<file path="src/rtl/fu_issue_dispatch_if.sv">
// rtl/fu_issue_dispatch_if.sv - issue handshake and per-unit dispatch bundle for fu_issue_dispatch
// Purpose: groups the upstream issue handshake, the execute-stage ready inputs and the
//          one-hot dispatch outputs of fu_issue_dispatch.
// Signals:
//   issue_valid_i / issue_ready_o / issue_fu_i / issue_tid_i   upstream offer handshake
//   flu_ready_i / lsu_ready_i / fpu_ready_i                    execute-stage unit readiness
//   alu/branch/csr/mult/lsu/fpu_valid_o, trans_id_o             one-hot dispatch to ex_stage
// Modports: master = issue/execute side driving the offer and readies; slave = the dispatcher.
interface fu_issue_dispatch_if #(
   parameter int unsigned TransIdBits = 3
);
   logic                   issue_valid_i;
   logic                   issue_ready_o;
   logic [3:0]             issue_fu_i;
   logic [TransIdBits-1:0] issue_tid_i;
   logic                   flu_ready_i;
   logic                   lsu_ready_i;
   logic                   fpu_ready_i;
   logic                   alu_valid_o;
   logic                   branch_valid_o;
   logic                   csr_valid_o;
   logic                   mult_valid_o;
   logic                   lsu_valid_o;
   logic                   fpu_valid_o;
   logic [TransIdBits-1:0] trans_id_o;

   modport master (
      output issue_valid_i, issue_fu_i, issue_tid_i, flu_ready_i, lsu_ready_i, fpu_ready_i,
      input  issue_ready_o, alu_valid_o, branch_valid_o, csr_valid_o, mult_valid_o,
             lsu_valid_o, fpu_valid_o, trans_id_o
   );

   modport slave (
      input  issue_valid_i, issue_fu_i, issue_tid_i, flu_ready_i, lsu_ready_i, fpu_ready_i,
      output issue_ready_o, alu_valid_o, branch_valid_o, csr_valid_o, mult_valid_o,
             lsu_valid_o, fpu_valid_o, trans_id_o
   );
endinterface

</file>
<file path="src/rtl/fu_issue_dispatch.sv">
// rtl/fu_issue_dispatch.sv - single-slot execute-stage issue dispatcher with FLU write-back collision guard
// Purpose: holds one issued instruction {fu, tid} and raises exactly one per-unit valid when the
//          target unit is ready. Fixed-latency ops (ALU/branch/CSR) are held back in the cycle a
//          pending multiplier result occupies the shared FLU write-back port.
// Ports:
//   clk_i        clock
//   rst_ni       asynchronous reset, active low
//   flush_i      drop held instruction and multiplier reservations
//   bus          fu_issue_dispatch_if.slave: issue handshake, unit readies, one-hot dispatch
//   stall_cnt_o  stall-cycle counter (32 bits)
// Optional feature: FU_ISSUE_STALL_CNT_EN enables the saturating stall counter; otherwise
//          stall_cnt_o is constant 0.
module fu_issue_dispatch #(
   parameter int unsigned MulLatency  = 1,
   parameter int unsigned TransIdBits = 3
) (
   input  logic                     clk_i,
   input  logic                     rst_ni,
   input  logic                     flush_i,
   fu_issue_dispatch_if.slave       bus,
   output logic [31:0]              stall_cnt_o
);

   // ariane_pkg::fu_t encodings
   localparam logic [3:0] FU_LOAD      = 4'd1;
   localparam logic [3:0] FU_STORE     = 4'd2;
   localparam logic [3:0] FU_ALU       = 4'd3;
   localparam logic [3:0] FU_CTRL_FLOW = 4'd4;
   localparam logic [3:0] FU_MULT      = 4'd5;
   localparam logic [3:0] FU_CSR       = 4'd6;
   localparam logic [3:0] FU_FPU       = 4'd7;
   localparam logic [3:0] FU_FPU_VEC   = 4'd8;

   logic                   slot_valid_q;
   logic [3:0]             slot_fu_q;
   logic [TransIdBits-1:0] slot_tid_q;

   // Bit i set: a multiplier result lands on the FLU write-back port i cycles from now.
   logic [MulLatency-1:0]  wb_busy_q;
   logic [MulLatency-1:0]  wb_busy_d;

   logic alu_v, branch_v, csr_v, mult_v, lsu_v, fpu_v;
   logic retire_none;
   logic flu_free;
   logic fire;
   logic ready;
   logic accept;

   always_comb begin
      alu_v       = 1'b0;
      branch_v    = 1'b0;
      csr_v       = 1'b0;
      mult_v      = 1'b0;
      lsu_v       = 1'b0;
      fpu_v       = 1'b0;
      retire_none = 1'b0;
      flu_free    = bus.flu_ready_i & ~wb_busy_q[0];
      if (slot_valid_q && !flush_i) begin
         case (slot_fu_q)
            FU_ALU:             alu_v    = flu_free;
            FU_CTRL_FLOW:       branch_v = flu_free;
            FU_CSR:             csr_v    = flu_free;
            // The multiplier's own result is scheduled later, so it never waits on wb_busy.
            FU_MULT:            mult_v   = bus.flu_ready_i;
            FU_LOAD, FU_STORE:  lsu_v    = bus.lsu_ready_i;
            FU_FPU, FU_FPU_VEC: fpu_v    = bus.fpu_ready_i;
            // NONE (and any unused encoding) needs no unit: leave the slot at once.
            default:            retire_none = 1'b1;
         endcase
      end
      fire   = alu_v | branch_v | csr_v | mult_v | lsu_v | fpu_v | retire_none;
      ready  = ~flush_i & (~slot_valid_q | fire);
      accept = bus.issue_valid_i & ready;
   end

   always_comb begin
      wb_busy_d = '0;
      for (int i = 0; i < int'(MulLatency) - 1; i++) begin
         wb_busy_d[i] = wb_busy_q[i+1];
      end
      wb_busy_d[MulLatency-1] = mult_v;
   end

   always_ff @(posedge clk_i or negedge rst_ni) begin
      if (!rst_ni) begin
         slot_valid_q <= 1'b0;
         slot_fu_q    <= 4'd0;
         slot_tid_q   <= '0;
         wb_busy_q    <= '0;
      end else if (flush_i) begin
         slot_valid_q <= 1'b0;
         wb_busy_q    <= '0;
      end else begin
         wb_busy_q <= wb_busy_d;
         if (accept) begin
            // Covers both empty-slot fill and dispatch-plus-refill without a bubble.
            slot_valid_q <= 1'b1;
            slot_fu_q    <= bus.issue_fu_i;
            slot_tid_q   <= bus.issue_tid_i;
         end else if (fire) begin
            slot_valid_q <= 1'b0;
         end
      end
   end

   assign bus.issue_ready_o  = ready;
   assign bus.alu_valid_o    = alu_v;
   assign bus.branch_valid_o = branch_v;
   assign bus.csr_valid_o    = csr_v;
   assign bus.mult_valid_o   = mult_v;
   assign bus.lsu_valid_o    = lsu_v;
   assign bus.fpu_valid_o    = fpu_v;
   assign bus.trans_id_o     = slot_tid_q;

`ifdef FU_ISSUE_STALL_CNT_EN
   logic        stall;
   logic [31:0] stall_cnt_q;

   assign stall = slot_valid_q & ~fire & ~flush_i;

   // Counts across flushes; only reset clears it.
   always_ff @(posedge clk_i or negedge rst_ni) begin
      if (!rst_ni) begin
         stall_cnt_q <= 32'd0;
      end else if (stall && (stall_cnt_q != 32'hFFFF_FFFF)) begin
         stall_cnt_q <= stall_cnt_q + 32'd1;
      end
   end

   assign stall_cnt_o = stall_cnt_q;
`else
   assign stall_cnt_o = 32'd0;
`endif

   logic [5:0] valid_vec;
   assign valid_vec = {fpu_v, lsu_v, mult_v, csr_v, branch_v, alu_v};

   valid_onehot_a: assert property (@(posedge clk_i) disable iff (!rst_ni)
      $onehot0(valid_vec));

   valid_needs_slot_a: assert property (@(posedge clk_i) disable iff (!rst_ni)
      !slot_valid_q |-> (valid_vec == 6'd0));

endmodule
</file>
<file path="src/flat_wrapper.sv">
// flat-port wrapper written by rule: the top's interface ports become plain ports
module fu_issue_dispatch_flat 
#(
   parameter int unsigned MulLatency  = 1,
   parameter int unsigned TransIdBits = 3
)
  (clk_i, rst_ni, flush_i, stall_cnt_o, bus_issue_valid_i, bus_issue_fu_i, bus_issue_tid_i, bus_flu_ready_i, bus_lsu_ready_i, bus_fpu_ready_i, bus_issue_ready_o, bus_alu_valid_o, bus_branch_valid_o, bus_csr_valid_o, bus_mult_valid_o, bus_lsu_valid_o, bus_fpu_valid_o, bus_trans_id_o);
  fu_issue_dispatch_if #(.TransIdBits(TransIdBits)) bus_i ();
  input  logic clk_i;
  input  logic rst_ni;
  input  logic flush_i;
  output logic [31:0] stall_cnt_o;
  input wire logic [$bits(bus_i.issue_valid_i)-1:0] bus_issue_valid_i;
  input wire logic [$bits(bus_i.issue_fu_i)-1:0] bus_issue_fu_i;
  input wire logic [$bits(bus_i.issue_tid_i)-1:0] bus_issue_tid_i;
  input wire logic [$bits(bus_i.flu_ready_i)-1:0] bus_flu_ready_i;
  input wire logic [$bits(bus_i.lsu_ready_i)-1:0] bus_lsu_ready_i;
  input wire logic [$bits(bus_i.fpu_ready_i)-1:0] bus_fpu_ready_i;
  output wire logic [$bits(bus_i.issue_ready_o)-1:0] bus_issue_ready_o;
  output wire logic [$bits(bus_i.alu_valid_o)-1:0] bus_alu_valid_o;
  output wire logic [$bits(bus_i.branch_valid_o)-1:0] bus_branch_valid_o;
  output wire logic [$bits(bus_i.csr_valid_o)-1:0] bus_csr_valid_o;
  output wire logic [$bits(bus_i.mult_valid_o)-1:0] bus_mult_valid_o;
  output wire logic [$bits(bus_i.lsu_valid_o)-1:0] bus_lsu_valid_o;
  output wire logic [$bits(bus_i.fpu_valid_o)-1:0] bus_fpu_valid_o;
  output wire logic [$bits(bus_i.trans_id_o)-1:0] bus_trans_id_o;
  assign bus_i.issue_valid_i = bus_issue_valid_i;
  assign bus_i.issue_fu_i = bus_issue_fu_i;
  assign bus_i.issue_tid_i = bus_issue_tid_i;
  assign bus_i.flu_ready_i = bus_flu_ready_i;
  assign bus_i.lsu_ready_i = bus_lsu_ready_i;
  assign bus_i.fpu_ready_i = bus_fpu_ready_i;
  assign bus_issue_ready_o = bus_i.issue_ready_o;
  assign bus_alu_valid_o = bus_i.alu_valid_o;
  assign bus_branch_valid_o = bus_i.branch_valid_o;
  assign bus_csr_valid_o = bus_i.csr_valid_o;
  assign bus_mult_valid_o = bus_i.mult_valid_o;
  assign bus_lsu_valid_o = bus_i.lsu_valid_o;
  assign bus_fpu_valid_o = bus_i.fpu_valid_o;
  assign bus_trans_id_o = bus_i.trans_id_o;
  fu_issue_dispatch #(.MulLatency(MulLatency), .TransIdBits(TransIdBits)) u_core (.clk_i(clk_i), .rst_ni(rst_ni), .flush_i(flush_i), .bus(bus_i), .stall_cnt_o(stall_cnt_o));
endmodule
</file>
<file path="config.mk">
export PLATFORM = sky130hd
export DESIGN_NAME = fu_issue_dispatch_flat
export DESIGN_NICKNAME = d
export VERILOG_FILES = /design/src/rtl/fu_issue_dispatch_if.sv /design/src/rtl/fu_issue_dispatch.sv /design/src/flat_wrapper.sv
export SDC_FILE = /design/constraint.sdc
export NUM_CORES = 1
export LEC_CHECK = 0
export CAP_MARGIN = 20
export CORE_MARGIN = 2
export CORE_UTILIZATION = 39
export DETAILED_ROUTE_END_ITERATION = 12
export GPL_ROUTABILITY_DRIVEN = 0
export GPL_TIMING_DRIVEN = 0
export PLACE_DENSITY = 0.9
export SYNTH_ARGS = -nofsm -noshare
export SYNTH_HDL_FRONTEND = slang
export SYNTH_SLANG_ARGS = --single-unit
</file>
<file path="constraint.sdc">
create_clock -name clk_i -period 3.2 [get_ports clk_i]
set_input_delay 0.48 -clock clk_i [delete_from_list [all_inputs] [get_ports clk_i]]
set_output_delay 0.48 -clock clk_i [all_outputs]
set_load 0.02 [all_outputs]
</file>
==> metrics <==
status complete, no violations; H-tree Lvls 1; pwr dens approximately 360 nW/um2; number of synthesized flops with an enable pin 0; Vias/cell 4.055; R2R setup slack 1.30 ns; IO Pins 56; Worst-Margin Slew 0.4959 ns; initial core utilization about two fifths; ys async rst share 100.0%; FP Rows 17; Worst Path Class, Setup in2out; Synth warnings 0; DRC 0; pin count of the biggest net entering global routing 11; RSZ-0062 raised after global routing no; CP required 2.72 ns; R2R Path End u_core.slot_fu_q[3]; Critical Path Start Type input port; DIE WIDTH 51.59 um; TritonCTS clock tree yes; synthesized area 883.3 um2; final hold vios 0; Final period util ~94%; worst reg2reg path depth 5; ys flop type dfrtp_1; Critical R2R Launch u_core.slot_fu_q[2]; post-synth cell types 30; relative slew slack 66.69%; DRT antenna net count 0; Final Net Count between 150 and 200; largest area contributor in the netlist buf_4; P&R area growth vs syn 47.88%; Post-Route WL 1.742 mm; minimum clock period after layout 3.006 ns; CORE AREA 2170 um2; wire per inst 9.571 um; synth top area cells buf_4 27%, dfrtp_1 25%, o32ai_1 6.9%; Slew Viols, Final 0; Mean Syn Cell Area 9.298 um2; Worst setup EP type output pin; Setup TNS Final 0 ns; worst vdd ir ~0.19 mV; Data arrival, critical path 2.53 ns; DPL Wire Length between 1.5 and 2 mm; fillers just over 200; share of cells above drive strength 1 31.17%; CTS root buf clkbuf_4; n_diodes 0; top-area cell type share of the netlist area 27.20%; 1st-pass router iterations 4; top cells by count, synth 32 x buf_4, 9 x dfrtp_1, 8 x inv_1, 8 x nand2_1, 7 x o32ai_1; HP Class in2async; clock skew 0.002368 ns; leakage power around 0.00064 uW; Clk Latency, worst-skew pair 0.26 ns; total clock sinks 9; IO buf count 23; clk buf depth 2; Synth Register Bits 9; Seq/Total Area, Yosys approximately 25%; Via Count between 700 and 800; CP Launch Point flush_i; total track usage roughly 14%; Final Setup Violations 0; Cells after Synth 95; count leader, synth buf_4; Clock Pin Slew Worst Setup and Hold Paths approximately 0.06 ns; initial antenna violation count 0; die area 2662 um2; via count of the first global-routing pass 705; Critical Path Fanout Max 7; total power ~460 uW; global-route wire length before repair 2.822 mm; Max Cap Viol 0; number of DRC markers in iteration 0 6; Inserted Clock Buffers 3; fmax ~330 MHz; Die Y 51.59 um; grt total ovfl 0
[layout by cell type (no fill, tap or decap), types with 3 or more instances in the layout]
master / count
dfrtp_1: 9
nor3_1: 3
clkbuf_4: 3
clkdlybuf4s50_1: 22
buf_4: 33
o32ai_1: 7
conb_1: 32
nand2_1: 8
inv_1: 8
[registers in the layout, summed over array words and instances, names as in the netlist]
| name | flops |
|---|---|
| u_core.wb_busy_q | 1 |
| u_core.bus.trans_id_o | 3 |
| u_core.slot_fu_q | 4 |
| u_core.slot_valid_q | 1 |
[report_power, final]
group | switching (uW) | internal [uW]
sequential | 17.9 | 135
combinational | 116 | 110
clock | 37.7 | 47.9
[worst max-delay path: stages]
cell and delay (ns):
clkdlybuf4s50_1 0.52, or4b_4 0.57, nor3b_4 0.30, clkdlybuf4s50_1 0.65
[routing by layer]
layer	vias up	track usage, %	routed length (um)
li1	383	-	-
met1	324	13.62	585
met2	26	27.56	1004
met3	5	3.448	119
met4	0	7.895	32
met5	-	0	0
[how the worst max path moves through the flow]
stage                    endpoint  slack (ns)
3_3_place_gp    bus_issue_ready_o        0.03
6_report          bus_lsu_valid_o        0.19
4_1_cts         bus_issue_ready_o        0.01
5_1_grt        bus_branch_valid_o         0.1
2_1_floorplan   bus_issue_ready_o        0.89
3_5_place_dp    bus_issue_ready_o        0.02
[area by class of cell]
class	instances	area (um2)	share of cell area [%]
Buffer	35	269.0	20.59
Clock buffer	4	26.28	2.011
Inverter	8	30.03	2.299
Multi-Input combinational cell	74	480.5	36.78
Sequential cell	9	225.2	17.24
Tap cell	28	35.03	2.682
Timing Repair Buffer	24	240.2	18.39
[cells by family after synthesis]
kind of cell           count (synthesis)  synth area share (%)
other                                  1                0.4245
AO/OA/AOI/OAI                         13                 16.01
AND/OR/NAND/NOR                       28                 23.23
flip-flops                             9                 25.50
XOR/XNOR                               1                0.9917
buffers and inverters                 43                 33.85
[what timing repair did]
item,CTS,global route
hold buffers,0,0
endpoints found under the setup margin,0,3
resized for setup,0,2
buffers inserted,0,1
[per-stage QoR]
stage               hold WS (ns)  utilization, %  setup slack [ns]  instance area (um2)  instances
global placement          0.5409           58.30           0.03440                 1265        177
global route              0.5474           60.21           0.09699                 1306        182
detailed placement        0.5382           58.30           0.02268                 1265        177
finish                    0.5215           60.21            0.1936                 1306        182
floorplan                 0.1844               -            0.8904                999.7        126
CTS                       0.5308           59.52          0.009712                 1291        181
(Power assumes the default switching activity.)
